===== config.mk =====
export PLATFORM = sky130hd
export DESIGN_NAME = prog_mod_counter_flat
export DESIGN_NICKNAME = d
export VERILOG_FILES = /design/src/rtl/prog_mod_counter_pkg.sv /design/src/rtl/prog_mod_counter_if.sv /design/src/rtl/prog_mod_counter_next.sv /design/src/rtl/prog_mod_counter.sv /design/src/flat_wrapper.sv
export SDC_FILE = /design/constraint.sdc
export NUM_CORES = 1
export LEC_CHECK = 0
export ABC_AREA = 1
export BUFFER_PORTS_ARGS = -buffer_cell sky130_fd_sc_hd__buf_2
export CAP_MARGIN = 20
export CORE_MARGIN = 2
export CORE_UTILIZATION = 55
export CTS_BUF_LIST = sky130_fd_sc_hd__clkbuf_16
export CTS_CLUSTER_DIAMETER = 50
export DETAILED_ROUTE_END_ITERATION = 7
export PLACE_DENSITY = 0.78
export SYNTH_ARGS = -nofsm -noshare
export SYNTH_HDL_FRONTEND = slang
export SYNTH_SLANG_ARGS = --single-unit

===== constraint.sdc =====
create_clock -name clk -period 2.8 [get_ports clk]
set_input_delay 0 -clock clk [delete_from_list [all_inputs] [get_ports clk]]
set_output_delay 0 -clock clk [all_outputs]
set_load 0.01 [all_outputs]

===== src/rtl/prog_mod_counter_pkg.sv =====
// rtl/prog_mod_counter_pkg.sv - shared constants and modulus helper for prog_mod_counter
package prog_mod_counter_pkg;

  localparam logic DIR_UP    = 1'b1;
  localparam logic DIR_DOWN  = 1'b0;
  localparam int   WRAPCNT_W = 16;

  // Effective modulus: a stored 0 stands for 2^width, so the result needs one extra bit.
  // Callers pass the modulus zero-extended to 32 bits and truncate the result to WIDTH+1.
  function automatic logic [32:0] eff_mod(input logic [31:0] mod_reg, input int width);
    if (mod_reg == 32'd0) begin
      return 33'd1 << width;
    end
    return {1'b0, mod_reg};
  endfunction

endpackage


===== src/rtl/prog_mod_counter_if.sv =====
// rtl/prog_mod_counter_if.sv - control/status bundle for prog_mod_counter (wrap_cnt under PROG_MOD_COUNTER_WRAPCNT_EN)
interface prog_mod_counter_if
  import prog_mod_counter_pkg::*;
#(
  parameter int WIDTH = 8
);

  logic             en;
  logic             up_dn;
  logic             mod_ld;
  logic [WIDTH-1:0] mod_val;
  logic             load;
  logic [WIDTH-1:0] load_val;
  logic [WIDTH-1:0] count;
  logic             tc;
  logic             tc_en;
  logic             wrap;
  logic             err;
`ifdef PROG_MOD_COUNTER_WRAPCNT_EN
  logic [WRAPCNT_W-1:0] wrap_cnt;
`endif

  modport master (
    output en, up_dn, mod_ld, mod_val, load, load_val,
`ifdef PROG_MOD_COUNTER_WRAPCNT_EN
    input  wrap_cnt,
`endif
    input  count, tc, tc_en, wrap, err
  );

  modport slave (
    input  en, up_dn, mod_ld, mod_val, load, load_val,
`ifdef PROG_MOD_COUNTER_WRAPCNT_EN
    output wrap_cnt,
`endif
    output count, tc, tc_en, wrap, err
  );

endinterface


===== src/rtl/prog_mod_counter_next.sv =====
// rtl/prog_mod_counter_next.sv - combinational next-count, wrap and preload-error logic
module prog_mod_counter_next
  import prog_mod_counter_pkg::*;
#(
  parameter int WIDTH = 8
) (
  input  logic [WIDTH-1:0] count_i,
  input  logic [WIDTH-1:0] mod_reg_i,
  input  logic [WIDTH-1:0] mod_val_i,
  input  logic [WIDTH-1:0] load_val_i,
  input  logic             up_dn_i,
  input  logic             en_i,
  input  logic             mod_ld_i,
  input  logic             load_i,
  output logic [WIDTH-1:0] count_o,
  output logic             wrap_o,
  output logic             err_o
);

  logic [WIDTH:0]   mod_cur;
  logic [WIDTH:0]   mod_new;
  logic [WIDTH:0]   mod_chk;
  logic [WIDTH:0]   count_inc;
  logic [WIDTH-1:0] mod_last;

  assign mod_cur   = (WIDTH+1)'(eff_mod(32'(mod_reg_i), WIDTH));
  assign mod_new   = (WIDTH+1)'(eff_mod(32'(mod_val_i), WIDTH));
  // A preload in the same cycle as a modulus load is validated against the incoming modulus.
  assign mod_chk   = mod_ld_i ? mod_new : mod_cur;
  // One extra bit so M = 2^WIDTH wraps cleanly at all-ones.
  assign count_inc = {1'b0, count_i} + (WIDTH+1)'(1);
  assign mod_last  = WIDTH'(mod_cur - (WIDTH+1)'(1));

  // Priority: modulus load, then preload, then counting.
  always_comb begin
    count_o = count_i;
    wrap_o  = 1'b0;
    err_o   = 1'b0;
    if (mod_ld_i || load_i) begin
      count_o = '0;
      if (load_i) begin
        if ({1'b0, load_val_i} < mod_chk) begin
          count_o = load_val_i;
        end else begin
          err_o = 1'b1;
        end
      end
    end else if (en_i) begin
      if (up_dn_i == DIR_UP) begin
        if (count_inc >= mod_cur) begin
          count_o = '0;
          wrap_o  = 1'b1;
        end else begin
          count_o = count_inc[WIDTH-1:0];
        end
      end else begin
        if (count_i == '0) begin
          count_o = mod_last;
          wrap_o  = 1'b1;
        end else begin
          count_o = count_i - WIDTH'(1);
        end
      end
    end
  end

endmodule


===== src/rtl/prog_mod_counter.sv =====
// rtl/prog_mod_counter.sv - programmable modulo-M up/down counter top (optional wrap_cnt via PROG_MOD_COUNTER_WRAPCNT_EN)
module prog_mod_counter
  import prog_mod_counter_pkg::*;
#(
  parameter int WIDTH       = 8,
  parameter int DEFAULT_MOD = 6
) (
  input logic             clk,
  input logic             rst,
  prog_mod_counter_if.slave bus
);

  logic [WIDTH-1:0] count_q, count_d;
  logic [WIDTH-1:0] mod_q, mod_d;
  logic             wrap_q, wrap_d;
  logic             err_q, err_d;
  logic [WIDTH:0]   mod_cur;

  prog_mod_counter_next #(
    .WIDTH(WIDTH)
  ) u_next (
    .count_i   (count_q),
    .mod_reg_i (mod_q),
    .mod_val_i (bus.mod_val),
    .load_val_i(bus.load_val),
    .up_dn_i   (bus.up_dn),
    .en_i      (bus.en),
    .mod_ld_i  (bus.mod_ld),
    .load_i    (bus.load),
    .count_o   (count_d),
    .wrap_o    (wrap_d),
    .err_o     (err_d)
  );

  assign mod_d = bus.mod_ld ? bus.mod_val : mod_q;

  // Count, modulus and the one-cycle status pulses; reset overrides everything.
  always_ff @(posedge clk) begin
    if (rst) begin
      count_q <= '0;
      mod_q   <= WIDTH'(DEFAULT_MOD);
      wrap_q  <= 1'b0;
      err_q   <= 1'b0;
    end else begin
      count_q <= count_d;
      mod_q   <= mod_d;
      wrap_q  <= wrap_d;
      err_q   <= err_d;
    end
  end

  // Terminal count depends on the direction currently requested, not the last one used.
  assign mod_cur   = (WIDTH+1)'(eff_mod(32'(mod_q), WIDTH));
  assign bus.tc    = (bus.up_dn == DIR_UP) ? ({1'b0, count_q} == (mod_cur - (WIDTH+1)'(1)))
                                           : (count_q == '0);
  assign bus.tc_en = bus.tc & bus.en;
  assign bus.count = count_q;
  assign bus.wrap  = wrap_q;
  assign bus.err   = err_q;

`ifdef PROG_MOD_COUNTER_WRAPCNT_EN
  logic [WRAPCNT_W-1:0] wrap_cnt_q;

  // Saturating wrap-event counter, cleared whenever the modulus changes.
  always_ff @(posedge clk) begin
    if (rst || bus.mod_ld) begin
      wrap_cnt_q <= '0;
    end else if (wrap_d && (wrap_cnt_q != {WRAPCNT_W{1'b1}})) begin
      wrap_cnt_q <= wrap_cnt_q + WRAPCNT_W'(1);
    end
  end

  assign bus.wrap_cnt = wrap_cnt_q;
`endif

endmodule


===== src/flat_wrapper.sv =====
// flat-port wrapper written by rule: the top's interface ports become plain ports
module prog_mod_counter_flat import prog_mod_counter_pkg::*;
#(
  parameter int WIDTH       = 8,
  parameter int DEFAULT_MOD = 6
)
  (clk, rst, bus_en, bus_up_dn, bus_mod_ld, bus_mod_val, bus_load, bus_load_val, bus_count, bus_tc, bus_tc_en, bus_wrap, bus_err);
  prog_mod_counter_if #(.WIDTH(WIDTH)) bus_i ();
  input logic clk;
  input logic rst;
  input wire logic [$bits(bus_i.en)-1:0] bus_en;
  input wire logic [$bits(bus_i.up_dn)-1:0] bus_up_dn;
  input wire logic [$bits(bus_i.mod_ld)-1:0] bus_mod_ld;
  input wire logic [$bits(bus_i.mod_val)-1:0] bus_mod_val;
  input wire logic [$bits(bus_i.load)-1:0] bus_load;
  input wire logic [$bits(bus_i.load_val)-1:0] bus_load_val;
  output wire logic [$bits(bus_i.count)-1:0] bus_count;
  output wire logic [$bits(bus_i.tc)-1:0] bus_tc;
  output wire logic [$bits(bus_i.tc_en)-1:0] bus_tc_en;
  output wire logic [$bits(bus_i.wrap)-1:0] bus_wrap;
  output wire logic [$bits(bus_i.err)-1:0] bus_err;
  assign bus_i.en = bus_en;
  assign bus_i.up_dn = bus_up_dn;
  assign bus_i.mod_ld = bus_mod_ld;
  assign bus_i.mod_val = bus_mod_val;
  assign bus_i.load = bus_load;
  assign bus_i.load_val = bus_load_val;
  assign bus_count = bus_i.count;
  assign bus_tc = bus_i.tc;
  assign bus_tc_en = bus_i.tc_en;
  assign bus_wrap = bus_i.wrap;
  assign bus_err = bus_i.err;
  prog_mod_counter #(.WIDTH(WIDTH), .DEFAULT_MOD(DEFAULT_MOD)) u_core (.clk(clk), .rst(rst), .bus(bus_i));
endmodule

==> results.sh, run 1 <==
export IMPL_hold_path_class="input pin to flip-flop"
export IMPL_syn_area_per_cell_um2=6.10
export IMPL_min_period_ns=2.51
export IMPL_drc=0
export IMPL_die_y_um=64.5
export IMPL_crit_type="flip-flop to flip-flop"
export IMPL_rows=21
export IMPL_portBuffers=33
export IMPL_area_growth_pct=13.9
export IMPL_slew_violations=0
export IMPL_slew_headroom=0.723
export IMPL_syn_nets=371
export IMPL_dieArea_um2=4160
export IMPL_grt_total_usage=0.299
export IMPL_cts_tree="yes"
export IMPL_yosys_warnings=0
export IMPL_synthDistinctLibCells=34
export IMPL_pwr_share_comb=0.410
export IMPL_tightest_slew_ns=0.415
export IMPL_die_x_um=64.5
export IMPL_setup_viol=0
export IMPL_crit_path_end_kind="flip-flop"
export IMPL_synthArstFlopShare=0
export IMPL_grt_pass1_wl_mm=9.66
export IMPL_sw_frac_of_total=0.377
export IMPL_required_ns=2.94
export IMPL_final_setup_tns_ns=0
export IMPL_finalClockSkew_ns=0.00248
export IMPL_routed_via_density=5.37
export IMPL_period_share=0.897
export IMPL_clock_sinks=18
export IMPL_fmax_mhz=398
export IMPL_cp_arrival_ns=2.65
export IMPL_grt_start_max_net_pins=15
export IMPL_cts_setup_buffers=0
export IMPL_totalWireLength_mm=5.63
export IMPL_p_int_w=0.000624
export IMPL_cts_root_buf="clkbuf_16"
export IMPL_clkPwrFrac=0.284
export IMPL_power_leakage_nw=1.24
export IMPL_ir_drop_mv=0.325
export IMPL_syn_area_um2=2010
export IMPL_finalWeightedCongestion=0.934
export IMPL_num_vias=2191
export IMPL_start_util=0.589
export IMPL_diodes=0
export IMPL_switching_power_w=0.000377
export IMPL_ys_seq_elements=18
export IMPL_design_core_area_um2=3420
export IMPL_drive_gt1_frac=0.157
export IMPL_status="completed"
export IMPL_grt_pass1_vias=2127
export IMPL_synth_edf_count=0
export IMPL_ant_nets=0
export IMPL_numCtsBuffers=3
export IMPL_path_clk_slew_ns=0.05
export IMPL_rsz0062_at_grt="no"
export IMPL_fin_hold_ws_ns=0.00833
export IMPL_crit_fanout=9
export IMPL_io_pins=34
export IMPL_post_drt_wl_per_cell_um=13.8
export IMPL_syn_inst=330
export IMPL_place_hpwl_mm=4.62
export IMPL_pwr_share_seq=0.306
export IMPL_antenna_found_initial=0
export IMPL_start_kind="flip-flop"
export IMPL_hold_viol=0
export IMPL_cts_htree_levels=1
export IMPL_grt_ovfl_total=0
export IMPL_first_pass_iters=6
export IMPL_cts_path_max_buffers=2
export IMPL_powerDensity_nw_per_um2=437
export IMPL_nets=404
export IMPL_cap_violations=0
export IMPL_drt_iter0_markers=170
export IMPL_synthFlopType="dfxtp_1"
export IMPL_ys_seq_area_frac=0.179
export IMPL_insertion_delay_ns=0.25
cell type report:
type                    instances  area (um^2)
flip-flops and latches         18          364
multi-input cells             254         1420
clock buffers                   3         75.1
fillers                       341         1120
well taps                      46         57.6
repair buffers                 35          183
inverters                      51          191
clock inverters                 1         3.75
registers in the layout, indices dropped and copies added (netlist names):
register          cells
u_core.bus.err        1
u_core.mod_q          8
u_core.bus.wrap       1
u_core.bus.count      8
worst max-delay path: stages (launching register included):
cell	delay, ns
dfxtp_1	0.57
nand3_1	0.19
nor3_1	0.21
xor2_1	0.16
inv_1	0.08
ha_1	0.30
inv_1	0.05
nor3_1	0.25
nand3b_1	0.16
nand4_4	0.18
o21bai_1	0.11
nand2_1	0.08
a21oi_1	0.06
cells in the final DEF, fill, tap and decap left out:
master	Yosys	routed
nand2_1	87	87
inv_1	47	47
buf_2	1	33
nor2_1	26	26
a21oi_1	25	25
o21ai_0	21	21
nand3_1	19	19
ha_1	19	19
dfxtp_1	18	15
xor2_1	13	13
nor3_1	6	6
nand4_1	6	6
o21bai_1	5	5
nand2_2	4	4
inv_2	4	4
o21ai_1	3	3
clkbuf_16	0	3
dfxtp_2	0	3
nor2_4	2	2
or2_2	2	2
nor2_2	2	2
nand3b_1	2	2
a21boi_0	1	1
nor4_1	1	1
nand3_2	1	1
o31a_1	1	1
nand4_4	1	1
nor3b_1	1	1
o21a_1	1	1
a41oi_1	1	1
a21oi_2	1	1
xnor2_1	1	1
o22ai_1	1	1
a22oi_1	1	1
clkinv_1	0	1
dlygate4sd3_1	0	1
buf_4	0	1
worst paths after layout:
path / from / endpoint / slack (ns) / depth (start not counted)
worst max-delay path: u_core.bus.count[3]$_SDFFE_PP0P_ / u_core.bus.count[4]$_SDFFE_PP0P_ / 0.29 / 12
worst min-delay path: bus_en / u_core.bus.wrap$_SDFF_PP0_ / 0.008 / 3
worst max register to register: u_core.bus.count[3]$_SDFFE_PP0P_ / u_core.bus.count[4]$_SDFFE_PP0P_ / 0.29 / 12
worst min register to register: u_core.bus.count[7]$_SDFFE_PP0P_ / u_core.bus.count[7]$_SDFFE_PP0P_ / 0.56 / 2
power by group through the flow:
stage	combinational [W]	clock, W	sequential [W]
5_1_grt	0.000465	0.000297	0.000310
4_1_cts	0.000405	0.000287	0.000305
3_3_place_gp	0.000398	0	0.000310
6_report	0.000411	0.000284	0.000306
3_5_place_dp	0.000401	0	0.000310
2_1_floorplan	0.000295	0	0.000305
logic make-up (layout without fill, tap and decap cells):
kind of cell / count (synthesis) / after routing / synth area share
buffers and inverters: 58 / 90 / 0.116
AO/OA/AOI/OAI: 61 / 61 / 0.168
XOR/XNOR: 14 / 14 / 0.0609
AND/OR/NAND/NOR: 160 / 160 / 0.358
adder cells (fa/ha/maj): 19 / 19 / 0.118
flip-flops: 18 / 18 / 0.179
metal layers:
layer | GRT usage | part of all wire | vias up
met4 | 0.0904 | 0.015 | 0
met3 | 0.0330 | 0.064 | 10
met1 | 0.393 | 0.46 | 969
li1 | - | - | 1133
met5 | 0 | 0 | -
met2 | 0.514 | 0.46 | 79
through the flow:
stage,power [W],utilization,cells,setup WS (ns),area (um^2)
finish,0.00100,0.671,408,0.289,2290
floorplan,0.000600,-,330,0.533,2010
CTS,0.000997,0.670,408,0.250,2290
detailed placement,0.000711,0.644,403,0.265,2200
global route,0.00107,0.671,408,0.0341,2290
global placement,0.000707,0.644,403,0.309,2200
what timing repair did:
| action | CTS | global route |
|---|---|---|
| hold endpoints to repair | 1 | 0 |
| setup endpoints to repair | 0 | 3 |
| hold buffers | 1 | 0 |
| gates resized for setup | 0 | 3 |
Yosys cell counts, types with 3 or more instances:
cell	instances	area, um^2
nand4_1	6	37.5
nor2_1	26	97.6
nand2_1	87	327
inv_2	4	15.0
o21ai_1	3	15.0
xor2_1	13	114
o21ai_0	21	105
ha_1	19	238
nor3_1	6	30.0
inv_1	47	176
a21oi_1	25	125
clkbuf_1	4	15.0
o21bai_1	5	37.5
dfxtp_1	18	360
nand2_2	4	25.0
nand3_1	19	95.1
No activity file was read; power rests on OpenSTA's default activity.
==> run 2, diff against run 1 <==
--- a/config.mk
+++ b/config.mk
@@ -13,7 +13,7 @@
 export CTS_BUF_LIST = sky130_fd_sc_hd__clkbuf_16
 export CTS_CLUSTER_DIAMETER = 50
 export DETAILED_ROUTE_END_ITERATION = 7
-export PLACE_DENSITY = 0.78
+export PLACE_DENSITY = 0.81
 export SYNTH_ARGS = -nofsm -noshare
 export SYNTH_HDL_FRONTEND = slang
 export SYNTH_SLANG_ARGS = --single-unit
==> run 2 against run 1 <==
  * Combinational power increased by 2%
  * Sequential power about the same
  * Register-to-register slack got worse by 0.03 ns
  * Fmax decreased by 1.3%
  * Largest cell class unchanged
  * Die area unchanged
  * Flip-flop and latch count unchanged
  * Critical path depth increased by 2
  * Worst hold slack got worse by 0.0013 ns
  * Clock skew increased by 0.0012 ns
==> results.sh, run 2 (synthesis results as in run 1) <==
export IMPL_status="completed"
export IMPL_area_growth_pct=14.6
export IMPL_numCtsBuffers=3
export IMPL_die_y_um=64.5
export IMPL_cap_violations=0
export IMPL_io_pins=34
export IMPL_place_hpwl_mm=4.60
export IMPL_design_core_area_um2=3420
export IMPL_start_util=0.589
export IMPL_antenna_found_initial=0
export IMPL_rsz0062_at_grt="no"
export IMPL_setup_viol=0
export IMPL_sw_frac_of_total=0.380
export IMPL_cts_root_buf="clkbuf_16"
export IMPL_ant_nets=0
export IMPL_finalWeightedCongestion=1.01
export IMPL_post_drt_wl_per_cell_um=14.1
export IMPL_insertion_delay_ns=0.25
export IMPL_start_kind="flip-flop"
export IMPL_finalClockSkew_ns=0.00373
export IMPL_cts_setup_buffers=0
export IMPL_ir_drop_mv=0.545
export IMPL_grt_total_usage=0.291
export IMPL_fin_hold_ws_ns=0.00701
export IMPL_drc=0
export IMPL_power_leakage_nw=1.25
export IMPL_min_period_ns=2.54
export IMPL_clkPwrFrac=0.285
export IMPL_diodes=0
export IMPL_grt_start_max_net_pins=15
export IMPL_totalWireLength_mm=5.79
export IMPL_cts_tree="yes"
export IMPL_cts_htree_levels=1
export IMPL_fmax_mhz=393
export IMPL_crit_path_end_kind="flip-flop"
export IMPL_cts_path_max_buffers=2
export IMPL_tightest_slew_ns=0.432
export IMPL_pwr_share_seq=0.301
export IMPL_slew_violations=0
export IMPL_switching_power_w=0.000384
export IMPL_slew_headroom=0.709
export IMPL_die_x_um=64.5
export IMPL_drive_gt1_frac=0.159
export IMPL_powerDensity_nw_per_um2=438
export IMPL_hold_viol=0
export IMPL_dieArea_um2=4160
export IMPL_drt_iter0_markers=140
export IMPL_num_vias=2258
export IMPL_pwr_share_comb=0.414
export IMPL_layout_common_cells="nand2_1 (87), inv_1 (47), buf_2 (33)"
export IMPL_final_setup_tns_ns=0
export IMPL_hold_path_class="input pin to flip-flop"
export IMPL_portBuffers=33
export IMPL_final_common_cell="nand2_1"
export IMPL_grt_ovfl_total=0
export IMPL_first_pass_iters=5
export IMPL_nets=406
export IMPL_crit_type="flip-flop to flip-flop"
export IMPL_grt_pass1_vias=1979
export IMPL_routed_via_density=5.51
export IMPL_clock_sinks=18
export IMPL_required_ns=2.94
export IMPL_p_int_w=0.000626
export IMPL_grt_pass1_wl_mm=9.35
export IMPL_period_share=0.908
export IMPL_path_clk_slew_ns=0.05
export IMPL_rows=21
export IMPL_crit_fanout=9
export IMPL_cp_arrival_ns=2.68
## run 2: changes by cell type in the layout (fill, tap and decap cells not counted), sizes merged
cell | previous run | this run
buf | 34 | 36
## run 2: stage by stage
stage          worst slack (ns)   util  power [W]  instances  cell area, um^2
3_3_place_gp              0.244  0.648   0.000711        405             2210
2_1_floorplan             0.533      -   0.000600        330             2010
4_1_cts                   0.215  0.674    0.00100        410             2300
6_report                  0.257  0.675    0.00101        410             2310
3_5_place_dp              0.233  0.648   0.000714        405             2210
5_1_grt                  0.0469  0.675    0.00108        410             2310
## run 2: worst paths after layout
check                           depth (start not counted)                              from  slack, ns                                to
worst min register to register                          2  u_core.bus.count[7]$_SDFFE_PP0P_       0.56  u_core.bus.count[7]$_SDFFE_PP0P_
worst min-delay path                                    3                            bus_en      0.007        u_core.bus.wrap$_SDFF_PP0_
worst max-delay path                                   14  u_core.bus.count[2]$_SDFFE_PP0P_       0.26  u_core.bus.count[7]$_SDFFE_PP0P_
worst max register to register                         14  u_core.bus.count[2]$_SDFFE_PP0P_       0.26  u_core.bus.count[7]$_SDFFE_PP0P_
## run 2: repair_timing
action	CTS	global route
setup endpoints to repair	0	8
resized for setup	0	2
hold endpoints to repair	1	0
hold buffers	1	0
## run 2: final cells by class
type                       count  area [um^2]
fill                         339         1110
clock inverter                 1         3.75
sequential                    18          363
tap                           46         57.6
multi-input combinational    254         1420
clock buffer                   3         75.1
inverter                      51          191
timing repair buffer          37          198
## run 2: critical path: stages (launching register included)
cell and delay, ns:
dfxtp_1 0.44, nand3_1 0.16, inv_1 0.08, nand3_1 0.12, nor3_1 0.20, xor2_1 0.16
inv_1 0.07, ha_1 0.29, inv_1 0.06, nor3_1 0.27, nand3b_1 0.16, nand4_4 0.18
o21ai_1 0.11, nand2_1 0.08, a21oi_1 0.05
## run 2: power by group through the flow
stage	combinational, W	sequential (W)	clock (W)
2_1_floorplan	0.000295	0.000305	0
3_3_place_gp	0.000403	0.000308	0
5_1_grt	0.000470	0.000307	0.000301
3_5_place_dp	0.000406	0.000308	0
6_report	0.000418	0.000304	0.000288
4_1_cts	0.000409	0.000302	0.000290
## run 2: routing by layer
metal	track usage	up-vias	part of all wire
met3	0.0313	10	0.079
met4	0.0824	0	0.017
met5	0	-	0
met1	0.397	1000	0.44
li1	-	1141	-
met2	0.488	107	0.47
==> run 3, diff against run 2 <==
==> constraint.sdc (replaced) <==
create_clock -name clk -period 2.8 [get_ports clk]
set_input_delay 0.14 -clock clk [delete_from_list [all_inputs] [get_ports clk]]
set_output_delay 0.14 -clock clk [all_outputs]
set_load 0.01 [all_outputs]
==> run 3 against run 2 <==
  * Cell area is 0.43% lower
  * Global-route usage decreased by 0.55 points
  * Flip-flop and latch count is the same
  * Fmax down 0.11%
  * Core utilization shrank 0.29 points
  * Final cell count shrank 0.24%
  * Critical path depth did not move
  * Critical endpoint unchanged
==> results.sh, run 3 (synthesis results as in run 1) <==
export IMPL_dieArea_um2=4160
export IMPL_drc=0
export IMPL_path_clk_slew_ns=0.05
export IMPL_layout_common_cells="nand2_1 (87), inv_1 (47), buf_2 (33)"
export IMPL_cts_path_max_buffers=2
export IMPL_die_x_um=64.5
export IMPL_place_hpwl_mm=4.60
export IMPL_slew_headroom=0.730
export IMPL_diodes=0
export IMPL_io_pins=34
export IMPL_setup_viol=0
export IMPL_nets=405
export IMPL_cts_root_buf="clkbuf_16"
export IMPL_num_vias=2239
export IMPL_crit_top_cell="inv_1"
export IMPL_required_ns=2.94
export IMPL_fmax_mhz=393
export IMPL_finalClockSkew_ns=0.00283
export IMPL_cts_tree="yes"
export IMPL_powerDensity_nw_per_um2=437
export IMPL_clock_sinks=18
export IMPL_grt_total_usage=0.286
export IMPL_r2r_worst_path_cells=14
export IMPL_grt_pass1_wl_mm=9.24
export IMPL_power_leakage_nw=1.24
export IMPL_r2r_slack_ns=0.25
export IMPL_final_common_cell="nand2_1"
export IMPL_drt_iter0_markers=141
export IMPL_critPathBufInv=3
export IMPL_ant_nets=0
export IMPL_antenna_found_initial=0
export IMPL_cts_htree_levels=1
export IMPL_insertion_delay_ns=0.25
export IMPL_post_drt_wl_per_cell_um=13.8
export IMPL_path_cells="nand3_1 > inv_1 > nand3_1 > nor3_1 > xor2_1 > inv_1 > ha_1 > inv_1 > nor3_1 > nand3b_1 > nand4_4 > o21ai_1 > nand2_1 > a21oi_1"
export IMPL_min_path_cells=3
export IMPL_crit_path_end_kind="flip-flop"
export IMPL_final_setup_tns_ns=0
export IMPL_die_y_um=64.5
export IMPL_drive_gt1_frac=0.160
export IMPL_setup_slack_ns=0.254
export IMPL_routed_via_density=5.47
export IMPL_finalWeightedCongestion=1.01
export IMPL_min_period_ns=2.55
export IMPL_portBuffers=33
export IMPL_status="completed"
export IMPL_start_kind="flip-flop"
export IMPL_start_util=0.589
export IMPL_rows=21
export IMPL_tightest_slew_ns=0.400
export IMPL_totalWireLength_mm=5.62
export IMPL_hold_viol=0
export IMPL_crit_fanout=9
export IMPL_fillers=341
export IMPL_dp_slack_ns=0.233
export IMPL_first_pass_iters=7
export IMPL_grt_pass1_vias=1962
export IMPL_max_stage_delay_ns=0.44
export IMPL_crit_type="flip-flop to flip-flop"
export IMPL_area_growth_pct=14.1
export IMPL_hold_path_class="input pin to flip-flop"
export IMPL_cap_violations=0
export IMPL_cp_depth=14
export IMPL_cpLargestDelayFamily="simple AND/OR/NAND/NOR gates"
export IMPL_design_core_area_um2=3420
export IMPL_period_share=0.909
export IMPL_numCtsBuffers=3
export IMPL_slew_violations=0
export IMPL_grt_ovfl_total=0
export IMPL_rsz0062_at_grt="no"
export IMPL_holdBufCountCts=0
export IMPL_cp_arrival_ns=2.69
export IMPL_grt_start_max_net_pins=15
export IMPL_ir_drop_mv=0.541
export IMPL_crit_path_top_delay_cell="dfxtp_1"
==> run 3: cell types whose count changed in the layout (fill, tap and decap cells not counted) <==
cell | before | now
dlygate4sd3_1 | 1 | 0
==> run 3: area by class of cell <==
class,instances,area (um^2),area share
timing repair buffer,36,188,0.0817
sequential,18,363,0.158
tap,46,57.6,0.0251
clock buffer,3,75.1,0.0327
multi-input combinational,254,1420,0.617
inverter,51,191,0.0834
clock inverter,1,3.75,0.00163
==> run 3: path summary, 6_finish.rpt <==
kind | to | start
setup reg to reg | u_core.bus.count[7]$_SDFFE_PP0P_ | u_core.bus.count[2]$_SDFFE_PP0P_
hold reg to reg | u_core.bus.count[7]$_SDFFE_PP0P_ | u_core.bus.count[7]$_SDFFE_PP0P_
hold / removal | u_core.mod_q[1]$_SDFFE_PP1P_ | bus_mod_val[1]
setup / recovery | u_core.bus.count[7]$_SDFFE_PP0P_ | u_core.bus.count[2]$_SDFFE_PP0P_
==> run 3: worst register-to-register path: cells and delay by family, from the launching register on <==
kind | cells | cell delay [ns]
compound gates | 2 | 0.17
xor+xnor | 1 | 0.16
fa+ha+maj | 1 | 0.29
buf+inv | 3 | 0.21
flops | 1 | 0.44
simple gates | 7 | 1.16
==> run 3: power by group <==
group          internal [W]  switching (W)  total (W)
clock              0.000190      0.0000960   0.000286
sequential         0.000277      0.0000271   0.000304
combinational      0.000159       0.000255   0.000414
total              0.000625       0.000378    0.00100
==> run 3: timing repair <==
action,CTS,global route
setup endpoints to repair,0,8
resized for setup,0,2
setup buffers,0,0
==> run 3: through the flow <==
| step | utilization | total power, W | std cells | hold WS [ns] | cell area (um^2) |
|---|---|---|---|---|---|
| after CTS | 0.671 | 0.00100 | 409 | 0.124 | 2290 |
| final | 0.672 | 0.00100 | 409 | 0.131 | 2300 |
| after global routing | 0.672 | 0.00108 | 409 | 0.176 | 2300 |
| after floorplan | - | 0.000600 | 330 | 0.263 | 2010 |
| after detailed placement | 0.648 | 0.000714 | 405 | 0.379 | 2210 |
| after global placement | 0.648 | 0.000711 | 405 | 0.383 | 2210 |
==> run 3: routing by layer <==
layer / GRT usage / part of all wire / up-vias
met4: 0.0612 / 0.019 / 0
met2: 0.483 / 0.45 / 99
li1: - / - / 1140
met1: 0.397 / 0.45 / 986
met3: 0.0260 / 0.079 / 14
met5: 0 / 0 / -
